File: config.mk
export PLATFORM = sky130hd
export DESIGN_NAME = rr_router_arb
export DESIGN_NICKNAME = d
export VERILOG_FILES = /design/src/rtl/arb_pkg.sv /design/src/rtl/rr_pick.sv /design/src/rtl/rr_router_arb.sv
export SDC_FILE = /design/constraint.sdc
export NUM_CORES = 1
export LEC_CHECK = 0
export ABC_AREA = 1
export CORE_MARGIN = 2
export CORE_UTILIZATION = 45
export DETAILED_ROUTE_END_ITERATION = 10
export GPL_ROUTABILITY_DRIVEN = 1
export GPL_TIMING_DRIVEN = 0
export PLACE_DENSITY = 0.73
export SETUP_SLACK_MARGIN = 0.02
export SLEW_MARGIN = 20
export SYNTH_ARGS = -nofsm -noshare
export SYNTH_HDL_FRONTEND = slang
export SYNTH_HIERARCHICAL = 1
export SYNTH_SLANG_ARGS = --single-unit
export TNS_END_PERCENT = 20
File: constraint.sdc
create_clock -name clk -period 2.2 [get_ports clk]
set_input_delay 0.33 -clock clk [delete_from_list [all_inputs] [get_ports clk]]
set_output_delay 0.33 -clock clk [all_outputs]
set_load 0.005 [all_outputs]
File: src/rtl/arb_pkg.sv
// Shared types and defaults for the round-robin router arbiter.
package arb_pkg;

  typedef enum logic [1:0] {
    RUN   = 2'b00,
    DRAIN = 2'b01,
    HALT  = 2'b10
  } arb_state_e;

  localparam int NUM_IN_DEF  = 4;
  localparam int NUM_OUT_DEF = 4;
  localparam int RR_EN_DEF   = 1;

  function automatic int clog2_min1(input int n);
    return (n > 2) ? $clog2(n) : 1;
  endfunction

  function automatic logic dest_ok(input int d, input int n);
    return d < n;
  endfunction

endpackage

File: src/rtl/rr_pick.sv
// Combinational rotating-priority picker: first set request at or above ptr, wrapping.
module rr_pick
  import arb_pkg::*;
#(
  parameter int N  = NUM_IN_DEF,
  parameter int SW = clog2_min1(N)
) (
  input  logic [N-1:0]  req_i,
  input  logic [SW-1:0] ptr_i,
  output logic [N-1:0]  gnt_o,
  output logic [SW-1:0] idx_o,
  output logic          any_o
);

  always_comb begin
    int pos;
    logic [SW-1:0] cand;
    gnt_o = '0;
    idx_o = '0;
    any_o = 1'b0;
    pos   = 0;
    cand  = '0;
    for (int k = 0; k < N; k++) begin
      pos  = (int'(ptr_i) + k) % N;
      cand = SW'(pos);
      if (!any_o && req_i[cand]) begin
        any_o       = 1'b1;
        gnt_o[cand] = 1'b1;
        idx_o       = cand;
      end
    end
  end

endmodule

File: src/rtl/rr_router_arb.sv
// Router arbiter: pops one input FIFO per cycle, pushes its word one cycle later,
// with a drain handshake that quiesces the pop/push pipeline.
module rr_router_arb
  import arb_pkg::*;
#(
  parameter  int NUM_IN  = NUM_IN_DEF,
  parameter  int NUM_OUT = NUM_OUT_DEF,
  parameter  int RR_EN   = RR_EN_DEF,
  localparam int SW      = clog2_min1(NUM_IN),
  localparam int DW      = clog2_min1(NUM_OUT)
) (
  input  logic                 clk,
  input  logic                 reset,
  input  logic [NUM_IN-1:0]    empty_in,
  input  logic [NUM_IN*DW-1:0] dest_in,
  input  logic [NUM_OUT-1:0]   almost_full_out,
  input  logic                 drain_req,
  output logic [NUM_IN-1:0]    pop,
  output logic [SW-1:0]        select,
  output logic [NUM_OUT-1:0]   push,
  output logic                 drain_ack
);

  arb_state_e         state_q, state_d;
  logic [NUM_IN-1:0]  pop_q, pop_d, req, win_gnt;
  logic [NUM_OUT-1:0] push_q, push_d;
  logic [SW-1:0]      select_q, select_d, rr_ptr_q, rr_ptr_d, pick_ptr, win_idx;
  logic [SW-1:0]      pend_src_q;
  logic [DW-1:0]      pend_dst_q, win_dst;
  logic               drain_ack_q, drain_ack_d, pend_valid_q, pend_valid_d;
  logic               win_any, fire;

  // A FIFO popped last edge is skipped so a single-entry FIFO is never popped twice.
  always_comb begin
    logic [DW-1:0] dst;
    req = '0;
    dst = '0;
    for (int i = 0; i < NUM_IN; i++) begin
      dst    = dest_in[i*DW +: DW];
      req[i] = !empty_in[i] && dest_ok(int'(dst), NUM_OUT) && !almost_full_out[dst] &&
               !pop_q[i] && (state_q == RUN);
    end
  end

  assign pick_ptr = (RR_EN != 0) ? rr_ptr_q : '0;

  rr_pick #(.N(NUM_IN), .SW(SW)) u_pick (
    .req_i (req),
    .ptr_i (pick_ptr),
    .gnt_o (win_gnt),
    .idx_o (win_idx),
    .any_o (win_any)
  );

  assign win_dst = dest_in[int'(win_idx)*DW +: DW];
  assign fire    = win_any && !drain_req;

  always_comb begin
    state_d      = state_q;
    pop_d        = fire ? win_gnt : '0;
    pend_valid_d = fire;
    rr_ptr_d     = rr_ptr_q;
    push_d       = '0;
    select_d     = select_q;
    if (fire) begin
      rr_ptr_d = (win_idx == SW'(NUM_IN - 1)) ? '0 : win_idx + 1'b1;
    end
    if (pend_valid_q) begin
      push_d   = NUM_OUT'(1) << pend_dst_q;
      select_d = pend_src_q;
    end
    unique case (state_q)
      RUN:     if (drain_req) state_d = DRAIN;
      DRAIN:   if (!pend_valid_q && (pop_q == '0)) state_d = HALT;
      HALT:    if (!drain_req) state_d = RUN;
      default: state_d = RUN;
    endcase
    drain_ack_d = (state_d == HALT);
  end

  // Pop stage -> push stage boundary.
  always_ff @(posedge clk) begin
    if (!reset) begin
      state_q      <= RUN;
      pop_q        <= '0;
      push_q       <= '0;
      select_q     <= '0;
      drain_ack_q  <= 1'b0;
      rr_ptr_q     <= '0;
      pend_valid_q <= 1'b0;
    end else begin
      state_q      <= state_d;
      pop_q        <= pop_d;
      push_q       <= push_d;
      select_q     <= select_d;
      drain_ack_q  <= drain_ack_d;
      rr_ptr_q     <= rr_ptr_d;
      pend_valid_q <= pend_valid_d;
    end
  end

  always_ff @(posedge clk) begin
    if (fire) begin
      pend_src_q <= win_idx;
      pend_dst_q <= win_dst;
    end
  end

  assign pop       = pop_q;
  assign push      = push_q;
  assign select    = select_q;
  assign drain_ack = drain_ack_q;

endmodule

After elaboration in Yosys (flattened, before gate mapping)
Cells that the tools add are included.

operators by class
  bitwise logic cells = 3
  shifts and indexed selects = 2
  magnitude comparators = 12
  add/subtract/negate cells = 4
  eq/ne operators = 4
  muxes and demuxes = 41
  reductions and logical operators = 42

operators by type and width
  cell                                                                count
  less-than comparator 2 x 3 -> 1 bit (second input constant)         8
  logical AND 1 bit                                                   21
  zero test 1 bit                                                     17
  binary-select mux 1 bit (select 2 bit)                              8
  2-to-1 mux 1 bit                                                    16
  2-to-1 mux 2 bit                                                    8
  2-to-1 mux 4 bit                                                    4
  bitwise OR 4 bit                                                    3
  demux 1 bit (select 2 bit)                                          4
  greater-or-equal comparator 2 x 1 -> 1 bit (second input constant)  4
  indexed part select 8 x 4 -> 2 bit                                  1
  == test 2 bit (second input constant)                               3
  one-hot mux 2 bit (3 select lines)                                  1
  adder 2 x 1 -> 2 bit (second input constant)                        2
  adder 2 bit (second input constant)                                 2
  zero test 4 bit                                                     1
  AND reduction 2 bit                                                 2
  left shift 1 x 2 -> 4 bit (first input constant)                    1
  == test 2 x 1 -> 1 bit (second input constant)                      1
  zero test 2 bit                                                     1

storage, ports and cells
  register bits = 20
  logic and storage cells = 117

Logic depth before layout (Yosys ltp)
Gate-level depths: netlist (run 1).

  depth after elaboration = 20
  gate-level depth with buffers = 17
  mapped depth without buffers = 17

Modules after synthesis
Netlist (run 1), hierarchy kept.

by module, submodules not included
  module         cells an instance  area an instance (µm²)  seq. area each (µm²)  instances
  rr_router_arb  123                908.4                   440.4                 1
  rr_pick        74                 440.4                   0.0                   1

Worst setup path after synthesis (run 1)
No wires, ideal clock.

  path kind = register to register
  from = register rr_ptr_q[0] (netlist: pick_ptr[0])
  to = register pend_dst_q[0] (data pin)
  cell stages (with the launch flop) = 12
  required time = 1.942 ns
  arrival time = 1.987 ns
  slack = -0.045 ns
  setup time = 0.258 ns
  cells stage by stage = dfxtp_1 > inv_2 > ha_1 > inv_1 > nand3_1 > nand2_1 > nor2_1 > a21oi_1 > nand3_1 > inv_1 > o21ai_0 > nand2_1

on the way
  longest elaborated chain between the ends = 13
  elaborated cells between the ends (all ways) = 25

RTL lines
  what                                                           line                  text
  from (decl)                                                    rr_router_arb.sv:27   logic [SW-1:0] select_q, select_d, rr_ptr_q, rr_ptr_d, pick_ptr, win_idx;
  from (signal assigned)                                         rr_router_arb.sv:97   rr_ptr_q <= rr_ptr_d;
  branches (longest 11 deep; another with adder 2 x 1 -> 2 bit)  --
  2-to-1 mux 2 bit *                                             rr_pick.sv:26         if (!any_o && req_i[cand]) begin
  via win_idx[0]                                                 rr_router_arb.sv:27
  indexed part select 8 x 4 -> 2 bit *                           rr_router_arb.sv:55   assign win_dst = dest_in[int'(win_idx)*DW +: DW];
  via win_dst[0]                                                 rr_router_arb.sv:29   logic [DW-1:0] pend_dst_q, win_dst;
  to (signal assigned)                                           rr_router_arb.sv:105  pend_dst_q <= win_dst;
  to (decl)                                                      rr_router_arb.sv:29

Mark *: on every way through the listed nets, which the timed path passes. The select of a mux whose other input is x is not followed.
A chain may end at the register's enable or synchronous reset.

Worst setup path after layout (run 1)
  from = input port empty_in[2]
  to = register rr_ptr_q[0] (netlist: pick_ptr[0])

on the way
  longest elaborated chain between the ends = 18
  elaborated cells between the ends (all ways) = 30

RTL lines
  what                                                   line                 text
  from (decl)                                            rr_router_arb.sv:14  input logic [NUM_IN-1:0] empty_in,
  zero test 1 bit *                                      rr_router_arb.sv:40  req[i] = !empty_in[i] && dest_ok(int'(dst), NUM_OUT) && !almost_full_out[dst] &&
  logical AND 1 bit * (2 in a row)                       rr_router_arb.sv:40
  logical AND 1 bit *                                    rr_router_arb.sv:41  !pop_q[i] && (state_q == RUN);
  via req[2]                                             rr_router_arb.sv:25  logic [NUM_IN-1:0] pop_q, pop_d, req, win_gnt;
  binary-select mux 1 bit (select 2 bit)                 rr_pick.sv:26
  2-to-1 mux 1 bit (not written as such)                 rr_pick.sv:26
  2-to-1 mux 1 bit                                       rr_pick.sv:26
  zero test 1 bit                                        rr_pick.sv:26
  [... 3 more ...]                                       --
  logical AND 1 bit                                      rr_pick.sv:26
  2-to-1 mux 1 bit                                       rr_pick.sv:26
  zero test 1 bit                                        rr_pick.sv:26
  logical AND 1 bit                                      rr_pick.sv:26
  2-to-1 mux 2 bit *                                     rr_pick.sv:26
  via win_idx[0]                                         rr_router_arb.sv:27
  adder 2 x 1 -> 2 bit or == test 2 bit (tied branches)  rr_router_arb.sv:66  rr_ptr_d = (win_idx == SW'(NUM_IN - 1)) ? '0 : win_idx + 1'b1;
  2-to-1 mux 2 bit *                                     rr_router_arb.sv:66

The timed path passes the listed nets; every way through them passes the cells marked *. The select of a mux whose other input is x is not followed.

==> results of run 1 <==
-- per-stage QoR --
stage,cell area (um^2),hold slack (ns),std cells,setup WS [ns]
2_1_floorplan,1353,0.4330,197,0.03226
3_3_place_gp,1682,0.4536,257,-0.6342
3_5_place_dp,1682,0.4663,257,-0.6581
4_1_cts,1907,0.4841,269,-0.03812
5_1_grt,2042,0.5162,277,-0.2318
6_report,2042,0.4915,277,-0.1115
-- placed cells by master (no fill, tap or decap), types with 2 or more instances in the layout --
cell type	Yosys	final
sky130_fd_sc_hd__nand4_1	8	8
sky130_fd_sc_hd__nand3_4	1	4
sky130_fd_sc_hd__a21oi_2	0	4
sky130_fd_sc_hd__edfxtp_1	4	4
sky130_fd_sc_hd__nand2_1	27	21
sky130_fd_sc_hd__inv_1	30	24
sky130_fd_sc_hd__dfxtp_1	16	13
sky130_fd_sc_hd__dfxtp_4	0	2
sky130_fd_sc_hd__nor2_1	28	22
sky130_fd_sc_hd__nand3_1	19	17
sky130_fd_sc_hd__ha_4	0	2
sky130_fd_sc_hd__a21oi_1	18	14
sky130_fd_sc_hd__nor2_4	2	3
sky130_fd_sc_hd__dlygate4sd2_1	0	3
sky130_fd_sc_hd__clkbuf_4	0	3
sky130_fd_sc_hd__o21ai_0	13	7
sky130_fd_sc_hd__buf_4	0	16
sky130_fd_sc_hd__dlymetal6s2s_1	0	7
sky130_fd_sc_hd__o21ai_1	0	6
sky130_fd_sc_hd__ha_1	6	4
sky130_fd_sc_hd__nor2_2	0	5
sky130_fd_sc_hd__nor3_4	0	4
sky130_fd_sc_hd__nand2_4	1	3
sky130_fd_sc_hd__nand2_2	8	12
sky130_fd_sc_hd__inv_2	2	6
sky130_fd_sc_hd__a21boi_0	4	4
sky130_fd_sc_hd__clkdlybuf4s50_1	0	19
-- worst max-delay path, stage by stage --
cell and delay, ns:
sky130_fd_sc_hd__clkdlybuf4s50_1 0.45, sky130_fd_sc_hd__nor3_4 0.22, sky130_fd_sc_hd__nand2_1 0.09, sky130_fd_sc_hd__nor2_2 0.11, sky130_fd_sc_hd__inv_1 0.06, sky130_fd_sc_hd__nand2_2 0.08, sky130_fd_sc_hd__nand3_4 0.09, sky130_fd_sc_hd__nand2_4 0.10
sky130_fd_sc_hd__nor2_4 0.05, sky130_fd_sc_hd__buf_6 0.12, sky130_fd_sc_hd__nand4_1 0.15, sky130_fd_sc_hd__nand3_4 0.15, sky130_fd_sc_hd__ha_4 0.18, sky130_fd_sc_hd__or2_1 0.24, sky130_fd_sc_hd__o21ai_2 0.11
-- power breakdown --
group          internal, mW  leakage, nW  switching, mW
logic                 0.711        0.742          0.969
clock network         0.184       0.0279          0.114
registers             0.521        0.171          0.105
-- cells by family (layout without fill, tap and decap cells) --
group	count (synthesis)	in the layout
AOI/OAI and AO/OA	36	36
DFF	20	20
buffers and inverters	33	82
adders and majority gates	6	6
and+or+nand+nor	102	102
-- what timing repair did --
item                       in CTS  in global routing
setup endpoints to repair      14                 13
resized for setup              37                 24
buffers inserted                8                  8
pin swaps                      13                 10
-- path summary, 6_finish.rpt --
kind / startpoint / endpoint / cells past startpoint
worst min register to register: pend_dst_q[0] / push[2] / 1
worst max register to register: state_q[1] / pick_ptr[0] / 16
worst max-delay path: empty_in[2] / pick_ptr[0] / 15
worst min-delay path: pend_dst_q[0] / push[2] / 1
-- sequential cells by signal, indices dropped and copies added, names as in the netlist --
name / count
pop: 4
pend_src_q: 2
drain_ack: 1
state_q: 2
select: 2
push: 4
pend_dst_q: 2
pick_ptr: 2
pend_valid_q: 1
-- final cells by class --
| cell class | instances | area (um^2) |
|---|---|---|
| multi-input combinational | 144 | 939.7 |
| fill | 206 | 763.2 |
| sequential | 20 | 449.2 |
| timing repair buffer | 45 | 424.2 |
| inverter | 32 | 126.4 |
| tap | 31 | 38.79 |
| clock inverter | 1 | 30.03 |
| clock buffer | 3 | 22.52 |
| buffer | 1 | 11.26 |
-- layer usage --
layer  up-vias  track usage (%)  wire, um
li1        749                -         -
met1       729            24.90      1614
met2        68            42.86      2198
met3        21            1.978       170
met4         0            16.56       163
met5         -                0         0
==> PnR_summary.wiki, run 1 <==
{| class="wikitable"
! Metric !! Value
|-
| Post-synth EDFFs || 4
|-
| MaxCap Viol Count || 0
|-
| Number of different library cells in the post-synthesis netlist || 23
|-
| Fraction of post-synthesis cell area in the top cell type by area || 23.75%
|-
| Slew @ Worst Pin || 0.3111 ns
|-
| Setup slack, reg-to-reg || -0.11 ns
|-
| Number of top-level pins || 30
|-
| Final-report hold violation count || 0
|-
| Multiplexer fraction of the synthesized cell area || 0%
|-
| Unrepaired setup endpoints after global routing || true
|-
| Largest net degree at the start of global routing || 13
|-
| Cells after synthesis || 197
|-
| Flop and latch count out of synthesis || 20
|-
| Dominant combinational cell family by area after synthesis || simple AND/OR/NAND/NOR gates
|-
| Die outline height || 58.75 um
|-
| Syn-to-layout area delta || 51.39%
|-
| Tot GR Track Use || 23.41%
|-
| Count of input and output buffers || 29
|-
| Number of remaining DRC errors || 5
|-
| Period minus WS final || 2.311 ns
|-
| Fin Clk Skew || 0.008127 ns
|-
| Final Worst Setup Slack || -0.1115 ns
|-
| Max IR drop VDD || 0.6611 mV
|-
| Number of DRC markers after the initial detailed-route iteration || 73
|-
| Sequential fraction of the synthesis area || 32.65%
|-
| TritonCTS clock tree || built
|-
| Clock buffer depth || 2
|-
| Crit path kind || input port to register
|-
| Clock-pin slew on the worst setup and hold paths || 0.12 ns
|-
| Post-DR wirelength/cell || 14.97 um
|-
| Most used flip-flop cell after synthesis || sky130_fd_sc_hd__dfxtp_1
|-
| H-tree levels || 1
|-
| Final worst-path cycle share || 105.1%
|-
| Hold buffers post-CTS || 0
|-
| Avg Inst Size Synth || 6.847 um^2
|-
| Largest fanout of any net on the critical path || 8
|-
| Core footprint || 2805 um^2
|-
| Fraction of synthesized cell area in xor and xnor cells || 0%
|-
| Power per cell area || 1275 nW/um^2
|-
| Crit path capture type || register
|-
| Net Count, Synth || 222
|-
| DIE AREA || 3451 um^2
|-
| First-pass GRT wire length || 6072 um
|-
| Synthesized-area fraction occupied by ao, oa, aoi and oai cells || 14.38%
|-
| CP arrival || 2.55 ns
|-
| Power after layout || 2.604 mW
|-
| CP startpoint kind || input port
|-
| Fraction of final layout cells with drive strength greater than 1 || 28.86%
|-
| Setup_tns || -0.2283 ns
|-
| CTS sink cnt || 20
|-
| Violations in the final reports || design-rule violations, negative setup slack
|-
| Number of setup violations in the final report || 4
|-
| Final Util || 72.79%
|-
| Maximum frequency from static timing analysis || 432.6 MHz
|-
| Proportion of synthesized flip-flops having asynchronous set or reset || 0%
|-
| Hold crit path type || register to register
|-
| Simple-gate portion of the synthesized area || 37.66%
|-
| Antenna viol nets, final || 0
|-
| Final wirelength || 4146 um
|-
| Aggregate global routing overflow || 0
|-
| Hpwl dp || 2506 um
|-
| Worst slew margin relative to its limit || 79.19%
|-
| Final nets || 272
|-
| Top cells by area, synth || sky130_fd_sc_hd__dfxtp_1 (24%), sky130_fd_sc_hd__edfxtp_1 (8.9%), sky130_fd_sc_hd__inv_1 (8.3%)
|-
| Final Slew Violations || 0
|-
| CTS Root Buffer Type || sky130_fd_sc_hd__clkbuf_4
|-
| Routed via count || 1,567
|-
| Library cell occupying the most area in the post-synthesis netlist || sky130_fd_sc_hd__dfxtp_1
|-
| Antenna cell count || 0
|-
| Vias per inst || 5.657
|-
| First-pass detailed-route iteration total || 7
|-
| Starting utilization of the core area || 48.08%
|-
| Most instantiated library cell after synthesis || sky130_fd_sc_hd__inv_1
|-
| Num CTS Buffers || 3
|-
| Commonest cells post-synth || sky130_fd_sc_hd__inv_1 (30), sky130_fd_sc_hd__nor2_1 (28), sky130_fd_sc_hd__nand2_1 (27), sky130_fd_sc_hd__nand3_1 (19), sky130_fd_sc_hd__a21oi_1 (18)
|-
| Result of the run || finished, violations left
|-
| Leakage power total || 0.9409 nW
|-
| Number of global-route vias before repair || 1,418
|-
| RD Place Congestion || 0.8918
|-
| Latest clock arrival within the worst-skew pair || 0.30 ns
|-
| Share of synthesized cell area in full adder, half adder and majority cells || 5.566%
|-
| Initial antenna violation count || 0
|-
| Number of core rows || 19
|-
| Synth warnings || 6
|-
| Netlist area before placement || 1349 um^2
|-
| WP data required || 2.44 ns
|-
| Die width || 58.75 um
|}
Power figures use the tool's default switching activity.
==> inputs of run 2 (changes only) <==
--- a/config.mk
+++ b/config.mk
@@ -8,6 +8,7 @@
 export ABC_AREA = 1
 export CORE_MARGIN = 2
 export CORE_UTILIZATION = 45
+export CTS_CLUSTER_SIZE = 30
 export DETAILED_ROUTE_END_ITERATION = 10
 export GPL_ROUTABILITY_DRIVEN = 1
 export GPL_TIMING_DRIVEN = 0
==> results of run 2 <==
The final DEF is identical to that of run 1; final timing and power are the same.
==> inputs of run 3 (changes only) <==
--- a/config.mk
+++ b/config.mk
@@ -13,6 +13,7 @@
 export GPL_ROUTABILITY_DRIVEN = 1
 export GPL_TIMING_DRIVEN = 0
 export PLACE_DENSITY = 0.73
+export RECOVER_POWER = 25
 export SETUP_SLACK_MARGIN = 0.02
 export SLEW_MARGIN = 20
 export SYNTH_ARGS = -nofsm -noshare
==> run 3 against run 2 <==
  * The run still ends with design-rule violations, negative setup slack left
  * Core utilization shrank 0.22 points
  * Die area is the same
  * Critical path depth grew 1
  * Register-to-register slack is essentially flat
  * Critical endpoint unchanged
  * Largest cell class unchanged
==> PnR_summary.wiki, run 3 (synthesized netlist as in run 1, its figures left out) <==
{| class="wikitable"
! Metric !! Value
|-
| Result of the run || finished, violations left (unchanged)
|-
| Violations in the final reports || design-rule violations, negative setup slack (unchanged)
|-
| Tot GR Track Use || 23.41% (unchanged)
|-
| Latest clock arrival within the worst-skew pair || 0.31 ns (was 0.30 ns)
|-
| MaxCap Viol Count || 0 (unchanged)
|-
| CP startpoint kind || register (was input port)
|-
| Clock buffer depth || 2 (unchanged)
|-
| Final Slew Violations || 0 (unchanged)
|-
| Design area || 2036 um^2 (was 2042 um^2)
|-
| Fraction of final layout cells with drive strength greater than 1 || 28.05% (was 28.86%)
|-
| Number of remaining DRC errors || 5 (unchanged)
|-
| Final nets || 272 (unchanged)
|-
| Internal Dissipation || 1.416 mW (about the same)
|-
| Maximum frequency from static timing analysis || 433.3 MHz (was 432.6 MHz)
|-
| Worst slew margin relative to its limit || 80.36% (was 79.19%)
|-
| Aggregate global routing overflow || 0 (unchanged)
|-
| Final worst-path cycle share || 104.9% (was 105.1%)
|-
| Number of top-level pins || 30 (unchanged)
|-
| Worst hold slack across all endpoints || 0.4887 ns (was 0.4915 ns)
|-
| Vias per inst || 5.690 (was 5.657)
|-
| CP arrival || 2.55 ns (about the same)
|-
| Initial antenna violation count || 0 (unchanged)
|-
| Unrepaired setup endpoints after global routing || true (unchanged)
|-
| Largest fanout of any net on the critical path || 8 (unchanged)
|-
| Hold crit path type || register to register (unchanged)
|-
| First-pass GRT wire length || 6072 um (unchanged)
|-
| Commonest cells after routing, fill and taps aside || sky130_fd_sc_hd__inv_1 (25), sky130_fd_sc_hd__nor2_1 (22), sky130_fd_sc_hd__nand2_1 (21) (was sky130_fd_sc_hd__inv_1 (24), sky130_fd_sc_hd__nor2_1 (22), sky130_fd_sc_hd__nand2_1 (21))
|-
| WP data required || 2.44 ns (about the same)
|-
| Hpwl dp || 2506 um (unchanged)
|-
| Crit path kind || register to register (was input port to register)
|-
| Switching share of power || 45.55% (was 45.61%)
|-
| Antenna cell count || 0 (unchanged)
|-
| Most common cell after layout, fill and taps aside || sky130_fd_sc_hd__inv_1 (unchanged)
|-
| Post-DR wirelength/cell || 14.88 um (was 14.97 um)
|-
| Number of DRC markers after the initial detailed-route iteration || 77 (was 73)
|-
| Count of non-filler cells in the finished layout || 277 (unchanged)
|-
| Power share of the sequential group || 23.9% (was 24.1%)
|-
| H-tree levels || 1 (unchanged)
|-
| Setup slack at placement || -0.6581 ns (unchanged)
|-
| Core footprint || 2805 um^2 (unchanged)
|-
| CTS Root Buffer Type || sky130_fd_sc_hd__clkbuf_4 (unchanged)
|-
| DIE AREA || 3451 um^2 (unchanged)
|-
| First-pass detailed-route iteration total || 7 (unchanged)
|-
| Period minus WS final || 2.308 ns (was 2.311 ns)
|-
| Largest net degree at the start of global routing || 13 (unchanged)
|-
| Syn-to-layout area delta || 50.93% (was 51.39%)
|-
| Number of global-route vias before repair || 1,418 (unchanged)
|-
| Count of input and output buffers || 29 (unchanged)
|-
| Starting utilization of the core area || 48.08% (unchanged)
|-
| Post-Place Cell Area || 1682 um^2 (unchanged)
|-
| Crit path capture type || register (unchanged)
|-
| Final-report hold violation count || 0 (unchanged)
|-
| Die width || 58.75 um (unchanged)
|-
| CTS sink cnt || 20 (unchanged)
|-
| Final Worst Setup Slack || -0.1078 ns (was -0.1115 ns)
|-
| Clock-pin slew on the worst setup and hold paths || 0.12 ns (about the same)
|-
| Net load switching power || 1.185 mW (was 1.188 mW)
|-
| Antenna viol nets, final || 0 (unchanged)
|-
| Power share of the clock group || 11.6% (was 11.4%)
|-
| Final wirelength || 4123 um (was 4146 um)
|-
| Max IR drop VDD || 0.6628 mV (was 0.6611 mV)
|-
| Number of setup violations in the final report || 4 (unchanged)
|-
| TritonCTS clock tree || built (unchanged)
|-
| Slew @ Worst Pin || 0.2936 ns (was 0.3111 ns)
|-
| Placed Instances || 257 (unchanged)
|-
| Num CTS Buffers || 3 (unchanged)
|-
| Routed via count || 1,576 (was 1,567)
|-
| Combinational group share of total power || 64.5% (about the same)
|-
| Die outline height || 58.75 um (unchanged)
|-
| RD Place Congestion || 0.8918 (unchanged)
|-
| Leakage power total || 0.9419 nW (was 0.9409 nW)
|-
| Power per cell area || 1278 nW/um^2 (was 1275 nW/um^2)
|-
| Fin Clk Skew || 0.007424 ns (was 0.008127 ns)
|-
| Setup_tns || -0.2132 ns (was -0.2283 ns)
|-
| Number of core rows || 19 (unchanged)
|}
==> run 3: stage by stage <==
stage	total power, mW	util, %
6_report	2.601	72.57
5_1_grt	2.765	72.57
4_1_cts	2.315	67.98
3_5_place_dp	1.764	59.95
2_1_floorplan	1.437	-
3_3_place_gp	1.710	59.95
==> run 3: final timing paths <==
check | from | endpoint | slack [ns] | depth (start not counted)
max reg2reg | state_q[1] | pick_ptr[0] | -0.11 | 16
min reg2reg | pend_dst_q[1] | push[1] | 0.49 | 1
max | state_q[1] | pick_ptr[0] | -0.11 | 16
min | pend_dst_q[1] | push[1] | 0.49 | 1
==> run 3: what timing repair did <==
action / 4_1_cts / 5_1_grt
hold endpoints to repair: 0 / 0
setup buffers: 8 / 8
hold buffers: 0 / 0
endpoints found under the setup margin: 14 / 13
resized for setup: 37 / 24
pin swaps: 13 / 10
==> run 3: routing by layer <==
metal | GRT usage, % | part of all wire [%] | wire, um
met1 | 24.90 | 37 | 1521
met2 | 42.86 | 53 | 2196
met3 | 1.978 | 5.9 | 244
met4 | 16.56 | 3.9 | 162
met5 | 0 | 0 | 0
==> run 3: area by class of cell <==
type / instances / area [um^2]
clock inverters: 1 / 30.03
inverters: 32 / 126.4
clock buffers: 3 / 22.52
fillers: 208 / 769.5
flip-flops and latches: 20 / 449.2
plain buffers: 1 / 11.26
multi-input cells: 144 / 933.4
repair buffers: 45 / 424.2
well taps: 31 / 38.79
==> run 3: power groups by stage <==
stage	Combinational (mW)	Clock [mW]	Sequential, mW
floorplan	0.844	0	0.593
global placement	1.11	0	0.604
detailed placement	1.16	0	0.605
CTS	1.40	0.301	0.610
global route	1.81	0.314	0.639
finish	1.68	0.301	0.622
==> run 3: critical path, stage by stage, from the launching register on <==
cell	delay, ns
sky130_fd_sc_hd__dfxtp_2	0.35
sky130_fd_sc_hd__inv_2	0.07
sky130_fd_sc_hd__nand2_4	0.09
sky130_fd_sc_hd__nor3_4	0.18
sky130_fd_sc_hd__nand2_1	0.09
sky130_fd_sc_hd__nor2_2	0.12
sky130_fd_sc_hd__inv_1	0.06
sky130_fd_sc_hd__nand2_2	0.08
sky130_fd_sc_hd__nand3_4	0.09
sky130_fd_sc_hd__nand2_4	0.10
sky130_fd_sc_hd__nor2_4	0.05
sky130_fd_sc_hd__buf_6	0.12
sky130_fd_sc_hd__nand4_1	0.15
sky130_fd_sc_hd__nand3_4	0.15
sky130_fd_sc_hd__ha_4	0.18
sky130_fd_sc_hd__or2_1	0.25
sky130_fd_sc_hd__o21ai_2	0.11
